## src/rtl/id_ex_elastic_reg.sv

```systemverilog
// ID/EX pipeline register with a two-entry elastic buffer (main M, skid S).
// Decode fields are extracted on load and EX/MEM/WB controls are zeroed on bubbles.
module id_ex_elastic_reg #(
  parameter int DATA_W = 64,
  parameter int ADDR_W = 64,
  parameter int REG_W  = 5,
  parameter int CNT_W  = 16
) (
  input  logic              clock,
  input  logic              reset,
  input  logic              flush,
  input  logic              in_valid,
  output logic              in_ready,
  input  logic [DATA_W-1:0] read1,
  input  logic [DATA_W-1:0] read2,
  input  logic [ADDR_W-1:0] sign_extended,
  input  logic [ADDR_W-1:0] pc,
  input  logic [31:0]       instruction,
  input  logic [1:0]        alu_op,
  input  logic              alu_src,
  input  logic              branch,
  input  logic              mem_read,
  input  logic              mem_write,
  input  logic              reg_write,
  input  logic              mem_to_reg,
  output logic              out_valid,
  input  logic              out_ready,
  output logic [DATA_W-1:0] Read1_o,
  output logic [DATA_W-1:0] Read2_o,
  output logic [ADDR_W-1:0] Pc_o,
  output logic [ADDR_W-1:0] Sign_ext_o,
  output logic [10:0]       alu_ctrl_data,
  output logic [REG_W-1:0]  write_reg,
  output logic [REG_W-1:0]  rn_o,
  output logic [REG_W-1:0]  rm_o,
  output logic [1:0]        AluOp_o,
  output logic              ALUSrc_o,
  output logic              Branch_o,
  output logic              MemRead_o,
  output logic              MemWrite_o,
  output logic              RegWrite_o,
  output logic              MemToReg_o,
  output logic [CNT_W-1:0]  bubble_count
);

  typedef struct packed {
    logic [DATA_W-1:0] read1;
    logic [DATA_W-1:0] read2;
    logic [ADDR_W-1:0] sext;
    logic [ADDR_W-1:0] pc;
    logic [10:0]       alu_ctrl;
    logic [REG_W-1:0]  rd;
    logic [REG_W-1:0]  rn;
    logic [REG_W-1:0]  rm;
    logic [7:0]        ctrl;
  } bundle_t;

  localparam logic [CNT_W-1:0] CNT_MAX = {CNT_W{1'b1}};

  bundle_t in_b, m_q, s_q;
  logic    m_valid, s_valid, in_ready_q;
  logic    m_valid_n, s_valid_n;
  logic    ld_m_from_s, ld_m_from_in, ld_s;
  logic    acc, con;
  logic    unused_instr_bits;

  assign unused_instr_bits = ^instruction[15:10];

  // Fields are decoded once here so both M and S store them pre-extracted.
  always_comb begin
    in_b.read1    = read1;
    in_b.read2    = read2;
    in_b.sext     = sign_extended;
    in_b.pc       = pc;
    in_b.alu_ctrl = instruction[31:21];
    in_b.rd       = instruction[0 +: REG_W];
    in_b.rn       = instruction[5 +: REG_W];
    in_b.rm       = instruction[16 +: REG_W];
    in_b.ctrl     = {alu_op, alu_src, branch, mem_read, mem_write, reg_write, mem_to_reg};
  end

  assign acc = in_valid & in_ready_q;
  assign con = m_valid & out_ready;

  always_comb begin
    m_valid_n    = m_valid;
    s_valid_n    = s_valid;
    ld_m_from_s  = 1'b0;
    ld_m_from_in = 1'b0;
    ld_s         = 1'b0;
    if (flush) begin
      m_valid_n = 1'b0;
      s_valid_n = 1'b0;
    end else if (!m_valid || con) begin
      if (s_valid) begin
        // S is older than anything arriving now, so it always moves up first.
        ld_m_from_s = 1'b1;
        m_valid_n   = 1'b1;
        ld_s        = acc;
        s_valid_n   = acc;
      end else begin
        ld_m_from_in = acc;
        m_valid_n    = acc;
      end
    end else if (acc) begin
      ld_s      = 1'b1;
      s_valid_n = 1'b1;
    end
  end

  always_ff @(posedge clock or posedge reset) begin
    if (reset) begin
      m_q          <= '0;
      s_q          <= '0;
      m_valid      <= 1'b0;
      s_valid      <= 1'b0;
      in_ready_q   <= 1'b1;
      bubble_count <= '0;
    end else begin
      m_valid    <= m_valid_n;
      s_valid    <= s_valid_n;
      in_ready_q <= ~s_valid_n;
      if (ld_m_from_s)
        m_q <= s_q;
      else if (ld_m_from_in)
        m_q <= in_b;
      if (ld_s)
        s_q <= in_b;
      if (out_ready && !m_valid && bubble_count != CNT_MAX)
        bubble_count <= bubble_count + 1'b1;
    end
  end

  assign in_ready      = in_ready_q;
  assign out_valid     = m_valid;
  assign Read1_o       = m_q.read1;
  assign Read2_o       = m_q.read2;
  assign Pc_o          = m_q.pc;
  assign Sign_ext_o    = m_q.sext;
  assign alu_ctrl_data = m_q.alu_ctrl;
  assign write_reg     = m_q.rd;
  assign rn_o          = m_q.rn;
  assign rm_o          = m_q.rm;

  assign {AluOp_o, ALUSrc_o, Branch_o, MemRead_o, MemWrite_o, RegWrite_o, MemToReg_o} =
    m_valid ? m_q.ctrl : 8'h00;

endmodule

```

## config.mk

```make
export PLATFORM = sky130hd
export DESIGN_NAME = id_ex_elastic_reg
export DESIGN_NICKNAME = d
export VERILOG_FILES = /design/src/rtl/id_ex_elastic_reg.sv
export SDC_FILE = /design/constraint.sdc
export NUM_CORES = 1
export LEC_CHECK = 0
export CAP_MARGIN = 30
export CORE_ASPECT_RATIO = 1.1
export CORE_UTILIZATION = 30
export DETAILED_ROUTE_END_ITERATION = 8
export PLACE_DENSITY_LB_ADDON = 0.3
export SETUP_SLACK_MARGIN = 0.1
export SLEW_MARGIN = 15
export SYNTH_ARGS = -nofsm -noshare
export SYNTH_HDL_FRONTEND = slang
export SYNTH_SLANG_ARGS = --single-unit
```

## constraint.sdc

```tcl
create_clock -name clock -period 49.8 [get_ports clock]
set_input_delay 9.96 -clock clock [delete_from_list [all_inputs] [get_ports clock]]
set_output_delay 9.96 -clock clock [all_outputs]
set_load 0.01 [all_outputs]
```

==> results of run 1 <==
cell usage in the layout (no fill, tap or decap), types with 2 or more instances in the layout:
master	n
buf_12	3
nor4_1	3
buf_16	4
buf_4	20
nand2b_1	3
diode_2	9
nor3_1	6
clkinv_2	10
clkbuf_8	12
xor2_1	10
nand3b_1	2
or3_1	2
bufinv_16	3
dfrtp_1	598
inv_6	2
nand2_1	586
nand3_1	5
a31oi_1	290
clkinv_8	3
and2_1	8
clkdlybuf4s50_1	602
nor2_1	294
clkbuf_16	70
inv_1	2
nand4_1	4
clkinvlp_4	3
mux2_2	190
mux2_1	101
xnor2_1	3
nor3_4	2
a21oi_1	3
clkbuf_1	20
o21ai_0	4
metrics by stage:
stage	power [W]	utilization	setup WS [ns]	hold slack, ns
after global routing	0.00156	0.385	35.81	0.494
final	0.00148	0.385	36.04	0.482
after global placement	0.000981	0.358	35.36	0.467
after detailed placement	0.000989	0.358	35.35	0.475
after CTS	0.00150	0.384	36.01	0.487
after floorplan	0.000879	-	23.08	0.458
synth_stat cells, types with 2 or more instances:
cell type    n
a21oi_1      3
a31oi_1    290
and2_1       8
buf_1        9
buf_2       74
buf_4      293
buf_6       11
clkbuf_1    57
dfrtp_1    598
inv_1        3
mux2_1     101
mux2_2     190
nand2_1    586
nand2b_1     3
nand3_1      5
nand3b_1     2
nand4_1      4
nor2_1     294
nor3_1       6
nor3_2       2
nor4_1       3
o21ai_0      4
or3_1        2
xnor2_1      3
xor2_1      10
metal layers:
layer,routed length [um],up-vias,track usage
li1,-,8862,-
met1,29100,8859,0.185
met2,35000,469,0.256
met3,5340,123,0.0510
met4,2400,4,0.0673
met5,31,-,0
worst max path at each step:
stage,start,endpoint,cells after the start
floorplan,reset,Pc_o[0]$_DFFE_PP0P_,1
global placement,out_ready,s_q[106]$_DFFE_PP0P_,8
detailed placement,out_ready,s_q[102]$_DFFE_PP0P_,8
CTS,out_ready,s_q[151]$_DFFE_PP0P_,8
global route,out_ready,s_q[111]$_DFFE_PP0P_,8
finish,out_ready,s_q[151]$_DFFE_PP0P_,8
cells by family (layout without fill, tap and decap cells):
kind of cell / after synthesis / after routing
xor gates and xnor gates: 13 / 13
DFF: 599 / 599
other: 0 / 9
muxes: 292 / 292
adders and majority gates: 1 / 1
buffers and inverters: 447 / 755
and+or+nand+nor: 922 / 922
AOI/OAI and AO/OA: 297 / 297
power breakdown:
group | switching, W | internal (W)
Clock | 0.000209 | 0.000294
Sequential | 0.0000631 | 0.000606
Combinational | 0.000129 | 0.000179
area by class of cell:
type / count / area [um^2] / area share
diodes: 9 / 22.5 / 0.000664
clock buffers: 102 / 1990 / 0.0587
clock inverters: 21 / 229 / 0.00675
inverters: 3 / 18.8 / 0.000553
multi-input cells: 1525 / 8870 / 0.261
flip-flops and latches: 599 / 15000 / 0.442
well taps: 1160 / 1450 / 0.0428
repair buffers: 629 / 6350 / 0.187
==> metrics.txt, run 1 <==
peak fanout along the critical path 62; largest family of logic cells by synthesized area simple AND/OR/NAND/NOR gates; initial DRC count between 900 and 1000; Critical-path top delay cell buf_4; max FFs per register 290; gpl congestion 0.779; fin crit period roughly 14 ns; status complete, no violations; Crit Path Class in -> reg; Via density 4.52; slew margin rel. 0.331; most area-hungry cell type in the Yosys netlist dfrtp_1; Post-route DRC 0; CP Cell Sequence clkdlybuf4s50_1, and2b_1, nor2_1, nor3_4, buf_4, buf_4, buf_4, mux2_2; Sinks on Clock Net around 600; XOR/XNOR share of the synthesized area 0.00425; Cells after Synth between 2000 and 3000; Setup Buffers After CTS 0; CORE AREA between 0.08 and 0.09 mm^2; P&R area growth vs syn 26.6%; max_cap viols 0; number of library cell types mapped by synthesis 35; Initial Utilization 0.304; WP data required approximately 50 ns; Design Area, Final 0.0339 mm^2; WL per Instance about 18 um; Yosys Warn Count 0; clock skew 0.0281 ns; Max Freq between 70 and 80 MHz; Synth Area in Compound Gates 0.0690; CP endpoint kind register; number of nets in the layout 3130; adder-cell share of the synthesized area 0.000467; Worst Reg-to-Reg Cells 7; largest net degree at the start of global routing around 220; DR vias about 18000; RSZ-0062 raised after global routing false; crit share post-route 0.276; first-pass GRT wire length between 100 and 150 mm; vias in the first global route about 18000; WHS Path Cells 1; placed cell areas ~0.032 mm^2; Clock Root Buffer clkbuf_16; total CTS buffers 70; Hold Path Origin s_q[270]$_DFFE_PP0P_; clock-pin slew on the worst setup and hold paths roughly 0.050 ns; HP Class reg -> reg; Synth area leaders dfrtp_1 (56%), buf_4 (8.2%), nand2_1 (8.2%); P per Cell Area around 44 mW/mm^2; critical path's top delay family buffers and inverters; detailed placement HPWL roughly 46 mm; Arr. time, crit path around 14 ns; worst hold endpoint s_q[270]$_DFFE_PP0P_; worst slew pin tran about 1 ns; clock tree from TritonCTS built; worst skew pair latency between 0.6 and 0.7 ns; Top cell by count, worst path buf_4; Chip Width 287 um; Total GRT Usage 0.155; Pre-antenna DRT Iters 5; Layout Cells excl Fill roughly 4000; Critical R2R Capture s_q[151]$_DFFE_PP0P_; post-synth net total between 2000 and 3000; setup violators final 0; initial antenna violation count 11; Worst path max stage delay approximately 0.85 ns; Top FF cell, synth dfrtp_1; sequential area share after synthesis 0.559; Setup TNS 0 ns; layout filler cell count 8690; WL final approximately 72 mm; CTS Hold Bufs 0; Synth Cell Area between 0.02 and 0.03 mm^2; Post-Syn Area per Cell 10.4 um^2; Synth Register Bits about 600; Die H around 320 um; mux contribution to synthesized area 0.123; Reg with most FFs s_q; CTS H-tree lvls 3; # resized after CTS 0; Hold Vio Cnt, Final 0; Post-DRT Antenna Nets 0; Critical Path Source Type primary input; async set-or-reset flop fraction in the synthesized netlist 1.00; Post-synth EDFFs 0; simple-gate share of the synthesized area 0.134; RR Startpoint out_valid$_DFFE_PP0P_; dpl cells 3913; Pleak about 14 nW; IO Port Bufs approximately 600; Final Max Tran Viols 0; fraction of layout cells with a size suffix above 1 0.114; I/O pins 609; Max Root-Sink Buffers 3; WP buf/inv 4; Synth top area share 0.559; R2R setup slack approximately 45 ns; Worst VDD drop 0.0235 mV; Row Count ~110; die area approximately 0.091 mm^2; GRT Residual Overflow 0
Power figures use the tool's default switching activity.
==> run 2: changes to the inputs <==
- clock period: 49.8 -> 14.15 ns (I/O delays scaled with it)
==> metrics.txt, run 2 (synthesized netlist as in run 1, its figures left out) <==
status complete, no violations; R2R setup slack 9.75 ns (-35.56 ns); Setup TNS 0 ns (unchanged); Worst Reg-to-Reg Cells 8 (+1); most frequent cells in the layout clkdlybuf4s50_1 (602), dfrtp_1 (598), nand2_1 (586); switching share of power 0.267 (-0.00369); P&R area growth vs syn 27.1%; Int Pwr 0.00385 W (+260%); fin crit period about 6.3 ns; worst slew pin tran 1.28 ns (+0.274 ns); Reg with most FFs s_q; Row Count 114 (unchanged); total CTS buffers 70 (unchanged); Worst Setup SP out_ready; max FFs per register 290 (unchanged); # resized after CTS 0 (unchanged); Max Freq roughly 160 MHz; crit share post-route 0.448; RR Startpoint out_valid$_DFFE_PP0P_; CTS H-tree lvls 3 (unchanged); Via density 4.53 (+0.13%); WL per Instance 17.8 um (about the same); Clock Root Buffer clkbuf_16; die area 0.0905 mm^2 (unchanged); RSZ-0062 raised after global routing false; clock skew 0.0172 ns (-0.0109 ns); WL final 71.8 mm (-0.21%); Pleak 14.1 nW (+0.43%); Post-route DRC 0 (unchanged); Setup Buffers After CTS 0 (unchanged); Total GRT Usage 0.155 (-0.000175); initial DRC count 949 (+4.3%); met2 routed wirelength 35.7 mm (+1.9%); clock tree from TritonCTS built; worst hold slack 0.483 ns (+0.000998 ns); Max Root-Sink Buffers 3 (unchanged); P_sw 0.00141 W (+250%); worst skew pair latency 0.60 ns (about the same); Final Max Tran Viols 0 (unchanged); initial antenna violation count 12 (+1); Die H 315 um (unchanged); end of the critical path s_q[109]$_DFFE_PP0P_; largest net degree at the start of global routing 208 (-5.9%); final setup margin 7.82 ns (-28.23 ns); routed wl met3 4.89 mm (-8.4%); fraction of layout cells with a size suffix above 1 0.115 (+0.00120); Sinks on Clock Net 599 (unchanged); IO Port Bufs 602 (unchanged); HP Class reg -> reg; WP data required 14.62 ns (-35.64 ns); setup violators final 0 (unchanged); Arr. time, crit path 6.80 ns (-7.42 ns); Routed met1 length 29.3 mm (+0.74%); Chip Width 287 um (unchanged); Pre-antenna DRT Iters 4 (-1); Crit Path Class in -> reg; DR vias 18313 (-0.022%); CTS Hold Bufs 0 (unchanged); P per Cell Area 154 mW/mm^2 (+250%); top layer used by detailed routing met5; vias in the first global route 18062 (-0.23%); slew margin rel. 0.148 (-0.183); max_cap viols 0 (unchanged); clock-pin slew on the worst setup and hold paths 0.06 ns (about the same); Critical R2R Capture s_q[109]$_DFFE_PP0P_; number of nets in the layout 3128 (-0.064%); Critical Path Source Type primary input; Logic pwr share 0.206 (-0.002); CORE AREA 0.0881 mm^2 (unchanged); Worst VDD drop 0.0937 mV (+300%); Hold Vio Cnt, Final 0 (unchanged); Clk pwr share 0.346 (+0.006); Placement Setup Slack 6.89 ns (-28.47 ns); GRT Residual Overflow 0 (unchanged); gpl congestion 0.782 (+0.44%); first-pass GRT wire length 110 mm (+0.35%); I/O pins 609 (unchanged); detailed placement HPWL 45.8 mm (-0.55%); Initial Utilization 0.304 (unchanged); most common cell after layout, fill and taps aside clkdlybuf4s50_1; peak fanout along the critical path 60 (-3.2%); CP endpoint kind register; Post-DRT Antenna Nets 0 (unchanged); Reg power frac 0.448 (-0.004)
run 2: cell types whose count changed in the layout (fill, tap and decap cells not counted), moves of 3 or more:
cell | previous run | this run
buf_4 | 20 | 13
clkbuf_8 | 12 | 18
clkbuf_1 | 20 | 13
clkbuf_16 | 70 | 73
buf_12 | 3 | 8
run 2: metal layers:
layer / GRT usage / up-vias
met5: 0 / -
met4: 0.0552 / 8
met3: 0.0478 / 105
met2: 0.259 / 434
met1: 0.188 / 8902
li1: - / 8864
run 2: critical path, cell delays in order:
cell             delay (ns)
clkdlybuf4s50_1        0.44
and2b_1                0.33
nor2_1                 0.10
nor3_4                 0.62
buf_4                  0.50
buf_4                  0.38
buf_16                 0.32
buf_4                  0.74
mux2_2                 0.42
run 2: final cells by class:
cell class / count / area, um^2
Fill cell: 8709 / 54100
Clock buffer: 104 / 2120
Inverter: 3 / 15.0
Sequential cell: 599 / 15000
Antenna cell: 7 / 17.5
Tap cell: 1160 / 1450
Timing Repair Buffer: 627 / 6390
Clock inverter: 17 / 195
Multi-Input combinational cell: 1525 / 8870
run 2: power groups by stage:
stage | Combinational, W | Clock, W | Sequential (W)
after detailed placement | 0.00110 | 0 | 0.00238
final | 0.00109 | 0.00182 | 0.00235
after CTS | 0.00110 | 0.00189 | 0.00236
after global routing | 0.00119 | 0.00195 | 0.00241
after floorplan | 0.000754 | 0 | 0.00234
after global placement | 0.00109 | 0 | 0.00237
run 2: worst min path at each step:
stage,from,to,slack (ns),cells after the start
floorplan,s_q[0]$_DFFE_PP0P_,s_q[0]$_DFFE_PP0P_,0.46,1
global placement,s_q[22]$_DFFE_PP0P_,s_q[22]$_DFFE_PP0P_,0.47,1
detailed placement,s_q[257]$_DFFE_PP0P_,s_q[257]$_DFFE_PP0P_,0.47,1
CTS,s_q[270]$_DFFE_PP0P_,s_q[270]$_DFFE_PP0P_,0.49,1
global route,s_q[272]$_DFFE_PP0P_,s_q[272]$_DFFE_PP0P_,0.49,1
finish,s_q[7]$_DFFE_PP0P_,s_q[7]$_DFFE_PP0P_,0.48,1
run 2: through the flow:
step | util | instances | instance area, um^2 | power (W)
2_1_floorplan | - | 2571 | 26800 | 0.00309
4_1_cts | 0.385 | 4030 | 33900 | 0.00535
6_report | 0.386 | 4042 | 34100 | 0.00526
3_5_place_dp | 0.358 | 3909 | 31600 | 0.00348
5_1_grt | 0.386 | 4042 | 34100 | 0.00555
3_3_place_gp | 0.358 | 3909 | 31600 | 0.00346
